<file path="src/rtl/mem_arbiter_if.sv">
// Bus bundle between the two memory requesters, the arbiter and the data memory.
// slave = the arbiter's view, master = the requester/memory side.
interface mem_arbiter_if #(
    parameter int AW = 6,
    parameter int DW = 16
);
    logic          flush;

    logic          a_req;
    logic          a_we;
    logic [AW-1:0] a_addr;
    logic [DW-1:0] a_wdata;
    logic          a_gnt;
    logic          a_rvalid;
    logic [DW-1:0] a_rdata;

    logic          b_req;
    logic          b_we;
    logic [AW-1:0] b_addr;
    logic [DW-1:0] b_wdata;
    logic          b_gnt;
    logic          b_rvalid;
    logic [DW-1:0] b_rdata;

    logic          mem_en;
    logic          mem_we;
    logic [AW-1:0] mem_addr;
    logic [DW-1:0] mem_wdata;
    logic [DW-1:0] mem_rdata;

    logic [15:0]   conflicts;

    modport slave (
        input  flush,
        input  a_req, a_we, a_addr, a_wdata,
        output a_gnt, a_rvalid, a_rdata,
        input  b_req, b_we, b_addr, b_wdata,
        output b_gnt, b_rvalid, b_rdata,
        output mem_en, mem_we, mem_addr, mem_wdata,
        input  mem_rdata,
        output conflicts
    );

    modport master (
        output flush,
        output a_req, a_we, a_addr, a_wdata,
        input  a_gnt, a_rvalid, a_rdata,
        output b_req, b_we, b_addr, b_wdata,
        input  b_gnt, b_rvalid, b_rdata,
        input  mem_en, mem_we, mem_addr, mem_wdata,
        output mem_rdata,
        input  conflicts
    );
endinterface

</file>
<file path="src/rtl/mem_arbiter.sv">
// Two-port single-memory arbiter: pipeline port A has priority, debug port B
// is promoted after MAX_WAIT denied cycles. Read data returns one cycle later.

// Per-port read return: one-stage read tag plus held read data.
module mem_arbiter_rport #(
    parameter int DW = 16
) (
    input  logic          clk,
    input  logic          rst,
    input  logic          issue,
    input  logic          kill,
    input  logic [DW-1:0] mem_rdata,
    output logic          rvalid,
    output logic [DW-1:0] rdata
);
    logic          tag;
    logic [DW-1:0] hold;

    always_ff @(posedge clk) begin
        if (rst) begin
            tag  <= 1'b0;
            hold <= '0;
        end else begin
            tag  <= issue;
            hold <= rdata;
        end
    end

    // A response landing in a reset or kill cycle is dropped, not delayed.
    always_comb begin
        rvalid = tag && !kill && !rst;
        rdata  = hold;
        if (rst)
            rdata = '0;
        else if (rvalid)
            rdata = mem_rdata;
    end
endmodule

module mem_arbiter #(
    parameter int AW       = 6,
    parameter int DW       = 16,
    parameter int MAX_WAIT = 3
) (
    input  logic          clk,
    input  logic          rst,
    mem_arbiter_if.slave  bus
);
    localparam int NP = 2;
    localparam int PA = 0;
    localparam int PB = 1;
    localparam logic [3:0] WAIT_MAX = 4'(MAX_WAIT);

    typedef struct packed {
        logic          we;
        logic [AW-1:0] addr;
        logic [DW-1:0] wdata;
    } cmd_t;

    cmd_t [NP-1:0]          cmd;
    cmd_t                   mem_cmd;
    logic [NP-1:0]          req;
    logic [NP-1:0]          gnt;
    logic [NP-1:0]          cancel;
    logic [NP-1:0]          issue_rd;
    logic [NP-1:0]          rvalid;
    logic [NP-1:0][DW-1:0]  rdata;

    logic [3:0]             b_wait;
    logic                   b_force;
    logic [15:0]            conflicts_q;

    assign req       = {bus.b_req, bus.a_req};
    assign cmd[PA]   = {bus.a_we, bus.a_addr, bus.a_wdata};
    assign cmd[PB]   = {bus.b_we, bus.b_addr, bus.b_wdata};
    // flush only ever cancels pipeline reads; debug traffic is untouched.
    assign cancel    = {1'b0, bus.flush};

    always_comb begin
        b_force = req[PB] && (b_wait == WAIT_MAX);
        gnt     = '0;
        if (!rst) begin
            gnt[PA] = req[PA] && !b_force;
            gnt[PB] = req[PB] && (b_force || !req[PA]);
        end
    end

    always_comb begin
        mem_cmd = '0;
        if (gnt[PA])
            mem_cmd = cmd[PA];
        else if (gnt[PB])
            mem_cmd = cmd[PB];
    end

    assign bus.a_gnt     = gnt[PA];
    assign bus.b_gnt     = gnt[PB];
    assign bus.mem_en    = |gnt;
    assign bus.mem_we    = mem_cmd.we;
    assign bus.mem_addr  = mem_cmd.addr;
    assign bus.mem_wdata = mem_cmd.wdata;

    // Starvation counter for B; a withdrawn B request forfeits its waiting time.
    always_ff @(posedge clk) begin
        if (rst)
            b_wait <= 4'd0;
        else if (!req[PB] || gnt[PB])
            b_wait <= 4'd0;
        else if (b_wait != WAIT_MAX)
            b_wait <= b_wait + 4'd1;
    end

    always_ff @(posedge clk) begin
        if (rst)
            conflicts_q <= 16'd0;
        else if (req[PA] && req[PB] && (conflicts_q != 16'hFFFF))
            conflicts_q <= conflicts_q + 16'd1;
    end

    assign bus.conflicts = rst ? 16'd0 : conflicts_q;

    for (genvar p = 0; p < NP; p++) begin : g_port
        assign issue_rd[p] = gnt[p] && !cmd[p].we && !cancel[p];

        mem_arbiter_rport #(.DW(DW)) u_rport (
            .clk       (clk),
            .rst       (rst),
            .issue     (issue_rd[p]),
            .kill      (cancel[p]),
            .mem_rdata (bus.mem_rdata),
            .rvalid    (rvalid[p]),
            .rdata     (rdata[p])
        );
    end

    assign bus.a_rvalid = rvalid[PA];
    assign bus.a_rdata  = rdata[PA];
    assign bus.b_rvalid = rvalid[PB];
    assign bus.b_rdata  = rdata[PB];

    a_gnt_onehot: assert property (@(posedge clk) !(gnt[PA] && gnt[PB]));
    a_wait_bound: assert property (@(posedge clk) disable iff (rst) b_wait <= WAIT_MAX);
    a_no_cmd_rst: assert property (@(posedge clk) rst |-> !bus.mem_en && !bus.mem_we);
endmodule

</file>
<file path="src/flat_wrapper.sv">
// flat-port wrapper written by rule: the top's interface ports become plain ports
module mem_arbiter_flat 
#(
    parameter int AW       = 6,
    parameter int DW       = 16,
    parameter int MAX_WAIT = 3
)
  (clk, rst, bus_flush, bus_a_req, bus_a_we, bus_a_addr, bus_a_wdata, bus_a_gnt, bus_a_rvalid, bus_a_rdata, bus_b_req, bus_b_we, bus_b_addr, bus_b_wdata, bus_b_gnt, bus_b_rvalid, bus_b_rdata, bus_mem_en, bus_mem_we, bus_mem_addr, bus_mem_wdata, bus_mem_rdata, bus_conflicts);
  mem_arbiter_if #(.AW(AW), .DW(DW)) bus_i ();
  input  logic clk;
  input  logic rst;
  input wire logic [$bits(bus_i.flush)-1:0] bus_flush;
  input wire logic [$bits(bus_i.a_req)-1:0] bus_a_req;
  input wire logic [$bits(bus_i.a_we)-1:0] bus_a_we;
  input wire logic [$bits(bus_i.a_addr)-1:0] bus_a_addr;
  input wire logic [$bits(bus_i.a_wdata)-1:0] bus_a_wdata;
  output wire logic [$bits(bus_i.a_gnt)-1:0] bus_a_gnt;
  output wire logic [$bits(bus_i.a_rvalid)-1:0] bus_a_rvalid;
  output wire logic [$bits(bus_i.a_rdata)-1:0] bus_a_rdata;
  input wire logic [$bits(bus_i.b_req)-1:0] bus_b_req;
  input wire logic [$bits(bus_i.b_we)-1:0] bus_b_we;
  input wire logic [$bits(bus_i.b_addr)-1:0] bus_b_addr;
  input wire logic [$bits(bus_i.b_wdata)-1:0] bus_b_wdata;
  output wire logic [$bits(bus_i.b_gnt)-1:0] bus_b_gnt;
  output wire logic [$bits(bus_i.b_rvalid)-1:0] bus_b_rvalid;
  output wire logic [$bits(bus_i.b_rdata)-1:0] bus_b_rdata;
  output wire logic [$bits(bus_i.mem_en)-1:0] bus_mem_en;
  output wire logic [$bits(bus_i.mem_we)-1:0] bus_mem_we;
  output wire logic [$bits(bus_i.mem_addr)-1:0] bus_mem_addr;
  output wire logic [$bits(bus_i.mem_wdata)-1:0] bus_mem_wdata;
  input wire logic [$bits(bus_i.mem_rdata)-1:0] bus_mem_rdata;
  output wire logic [$bits(bus_i.conflicts)-1:0] bus_conflicts;
  assign bus_i.flush = bus_flush;
  assign bus_i.a_req = bus_a_req;
  assign bus_i.a_we = bus_a_we;
  assign bus_i.a_addr = bus_a_addr;
  assign bus_i.a_wdata = bus_a_wdata;
  assign bus_a_gnt = bus_i.a_gnt;
  assign bus_a_rvalid = bus_i.a_rvalid;
  assign bus_a_rdata = bus_i.a_rdata;
  assign bus_i.b_req = bus_b_req;
  assign bus_i.b_we = bus_b_we;
  assign bus_i.b_addr = bus_b_addr;
  assign bus_i.b_wdata = bus_b_wdata;
  assign bus_b_gnt = bus_i.b_gnt;
  assign bus_b_rvalid = bus_i.b_rvalid;
  assign bus_b_rdata = bus_i.b_rdata;
  assign bus_mem_en = bus_i.mem_en;
  assign bus_mem_we = bus_i.mem_we;
  assign bus_mem_addr = bus_i.mem_addr;
  assign bus_mem_wdata = bus_i.mem_wdata;
  assign bus_i.mem_rdata = bus_mem_rdata;
  assign bus_conflicts = bus_i.conflicts;
  mem_arbiter #(.AW(AW), .DW(DW), .MAX_WAIT(MAX_WAIT)) u_core (.clk(clk), .rst(rst), .bus(bus_i));
endmodule
</file>
<file path="config.mk">
export PLATFORM = sky130hd
export DESIGN_NAME = mem_arbiter_flat
export DESIGN_NICKNAME = d
export VERILOG_FILES = /design/src/rtl/mem_arbiter_if.sv /design/src/rtl/mem_arbiter.sv /design/src/flat_wrapper.sv
export SDC_FILE = /design/constraint.sdc
export NUM_CORES = 1
export LEC_CHECK = 0
export ABC_AREA = 1
export BUFFER_PORTS_ARGS = -buffer_cell sky130_fd_sc_hd__buf_2
export CAP_MARGIN = 20
export CELL_PAD_IN_SITES_DETAIL_PLACEMENT = 1
export CELL_PAD_IN_SITES_GLOBAL_PLACEMENT = 1
export CORE_MARGIN = 3
export CORE_UTILIZATION = 27
export DETAILED_ROUTE_END_ITERATION = 8
export GPL_TIMING_DRIVEN = 0
export PLACE_DENSITY = 0.84
export SLEW_MARGIN = 20
export SYNTH_ARGS = -nofsm -noshare
export SYNTH_HDL_FRONTEND = slang
export SYNTH_SLANG_ARGS = --single-unit
</file>
<file path="constraint.sdc">
create_clock -name clk -period 1.5 [get_ports clk]
set_clock_uncertainty 0.05 [all_clocks]
set_input_delay 0.075 -clock clk [delete_from_list [all_inputs] [get_ports clk]]
set_output_delay 0.075 -clock clk [all_outputs]
set_load 0.005 [all_outputs]
</file>
==> metrics.txt <==
Ports=143; complex-gate fraction of the synthesized area=0.188; WL met2=7000 um; CP endpoint kind=primary output; register share of total power=0.497; Hold Vio Cnt, Final=0; Main synth FF type=dfxtp_1; crit-path max FO=6; Tcrit/Tclk final=1.16; initial antenna violation count=0; area occupied by multi-input gates=1940 um2; Inserted Clock Buffers=5; placed cell count=733; Highest Signal Layer=met4; 1st-pass router iterations=4; crit path launch type=flop; ys async rst share=0; Synth Net Count=527; Syn-to-layout area delta=70.7%; non-filler cells, final=776; post-synth top area cell=dfxtp_1; Die Width=109 um; most area-consuming cells after synthesis=dfxtp_1 38%, nand2_1 16%, a21oi_1 13%, nor2_1 8.8%, inv_1 7.1%; total chip power=2970 uW; I/O Buffers=142; worst setup margin=-0.236 ns; largest net degree at the start of global routing=18; Mapped Area=2850 um2; violated checks=negative setup slack; routed wl met3=456 um; status=finished, violations left; Seq. cell area=1120 um2; hpwl dp=8270 um; Logic pwr share=0.201; Root Driver=clkbuf_8; CTS tree=built; Synth Warn #=0; Clock Latency Late Sink=0.31 ns; via count=3712; Pleak=0.00242 uW; Slew Limit Headroom=0.645; FMAX=576 MHz; Yosys top cell area share=0.379; Post-Synth Adder-Cell Area=0.00878; Psw=858 uW; Reg clk slew, reported paths=0.10 ns; switching part of the total=0.289; Worst path top cell family by delay=simple AND/OR/NAND/NOR gates; Critical Path Most Common Cell=nand2_1; Post-synth EDFFs=0; Starting Density=0.285; core box area=10000 um2; simple-gate share of the synthesized area=0.308; actual slew at the worst max-slew pin=0.532 ns; R2R Setup Slk=-0.10 ns; synth cell count leaders=120 x nand2_1, 73 x a21oi_1, 67 x nor2_1, 54 x dfxtp_1, 54 x inv_1; fin nets=711; slowest stage delay, CP=0.37 ns; die span in y=109 um; WL per Instance=16.3 um; Worst path slowest cell=dfxtp_4; GR Util All Layers=0.199; Internal=2110 uW; fin util=0.487; clock power share=0.303; Antenna diodes=0; GRT overflow=0; # fillers=1310; synthesis-stage register bit count=54; Pwr Density=611 nW/um2; crit path cell chain=ha_4 > nand3_4 > nand2_4 > nor2_4 > buf_12 > buf_8 > nand2_1 > nand2_1 > buf_2; count of antenna-violating nets left after detailed routing=0; DRC violation count after routing=0; initial DRC count=79; clk sinks=54; Avg Inst Size Synth=6.22 um2; Die Area=11800 um2; mux cell area share after synthesis=0; Mapped Cells=458; share of cells above drive strength 1=0.485; sequential area share after synthesis=0.379; Via-to-Cell Ratio=4.78; Post-Route WL=12700 um; std cell rows=36; vias in the first global route=3791; Tmin final=1.74 ns; unrepaired setup endpoints after global routing=true; Worst Path Arrival=1.61 ns; hold crit path type=in2reg; first-pass GRT wire length=18600 um; depth of the CTS H-tree=2; GPL Wtd Cong=0.789; Worst Path Buf+Inv=3; Worst Hold Slack=0.00289 ns; count leader, synth=nand2_1; CP required=1.37 ns; endpoints failing setup=46; XOR/XNOR Fraction of Synth Area=0.00615; max-slew violations=0; maxcap violations=0; largest family of logic cells by synthesized area=simple AND/OR/NAND/NOR gates; clock tree buffer depth=2; peak supply drop=0.000332 V; Crit Path Class=reg2out; Synth cell types=22; met1 wire length=4910 um
==> worst register-to-register path, stage by stage (launching register included) <==
cell	delay, ns
dfxtp_4	0.37
ha_4	0.17
nand3_4	0.08
nand2_4	0.07
nor2_4	0.11
buf_12	0.14
buf_6	0.12
buf_4	0.10
buf_4	0.10
nand2_1	0.11
a21oi_1	0.14
==> kinds of logic (layout without fill, tap and decap cells) <==
group,count (synthesis),in the layout
compound gates,107,107
xor+xnor,2,2
fa+ha+maj,2,2
buf+inv,77,262
flops,54,54
simple gates,216,216
==> cell usage in the layout (no fill, tap or decap), types with 14 or more instances in the layout <==
| cell | Yosys | routed |
|---|---|---|
| buf_4 | 2 | 15 |
| a21oi_1 | 73 | 48 |
| buf_2 | 7 | 141 |
| dfxtp_1 | 54 | 37 |
| nand2_2 | 2 | 28 |
| nand2_1 | 120 | 90 |
| buf_6 | 1 | 14 |
| a21oi_2 | 0 | 25 |
| inv_1 | 54 | 51 |
| nor2_1 | 67 | 59 |
| o21ai_1 | 0 | 15 |
==> repair_timing <==
| action | CTS | global route |
|---|---|---|
| endpoints found under the hold margin | 12 | 0 |
| gates cloned | 6 | 0 |
| gates resized for setup | 138 | 103 |
| setup endpoints to repair | 80 | 81 |
| buffers inserted | 16 | 5 |
| pin swaps | 31 | 28 |
| hold buffers | 9 | 0 |
==> sequential cells by signal (all words and copies together), names as in the netlist <==
| register | count |
|---|---|
| u_core.b_wait | 4 |
| u_core.conflicts_q | 16 |
| u_core.g_port.u_rport.hold | 32 |
| u_core.g_port.u_rport.tag | 2 |
==> routing by layer <==
metal | GRT usage | vias to the layer above
li1 | - | 1807
met2 | 0.384 | 96
met1 | 0.222 | 1784
met3 | 0.0284 | 25
met5 | 0 | -
met4 | 0.0613 | 0
==> layout make-up <==
cell class | instances | area share
tap | 133 | 0.0342
buffer | 22 | 0.0437
multi-input combinational | 327 | 0.398
clock buffer | 6 | 0.0170
sequential | 54 | 0.230
timing repair buffer | 177 | 0.230
clock inverter | 2 | 0.00360
inverter | 55 | 0.0429
==> stage by stage <==
step / setup slack [ns] / setup TNS (ns) / instance area, um2
2_1_floorplan: 0.133 / 0 / 2850
3_3_place_gp: -0.165 / -4.00 / 3730
3_5_place_dp: -0.276 / -7.78 / 3730
4_1_cts: -0.221 / -6.14 / 4530
5_1_grt: -0.315 / -10.06 / 4870
6_report: -0.236 / -6.25 / 4870
==> power by group through the flow <==
stage          Combinational, uW  Clock [uW]  Sequential [uW]
3_3_place_gp                 382           0             1510
5_1_grt                      645         979             1480
3_5_place_dp                 399           0             1510
6_report                     596         900             1480
4_1_cts                      528         920             1480
2_1_floorplan                184           0             1500
==> path summary, 6_finish.rpt <==
kind                                        startpoint                                end  cells after the start
worst max-delay path                  u_core.b_wait[0]                    bus_mem_addr[1]                      9
worst min-delay path                 bus_mem_rdata[15]  u_core.g_port[0].u_rport.hold[15]                      3
worst max register to register        u_core.b_wait[0]                   u_core.b_wait[1]                     10
worst min register to register  u_core.conflicts_q[11]             u_core.conflicts_q[11]                      2
(Power assumes the default switching activity.)
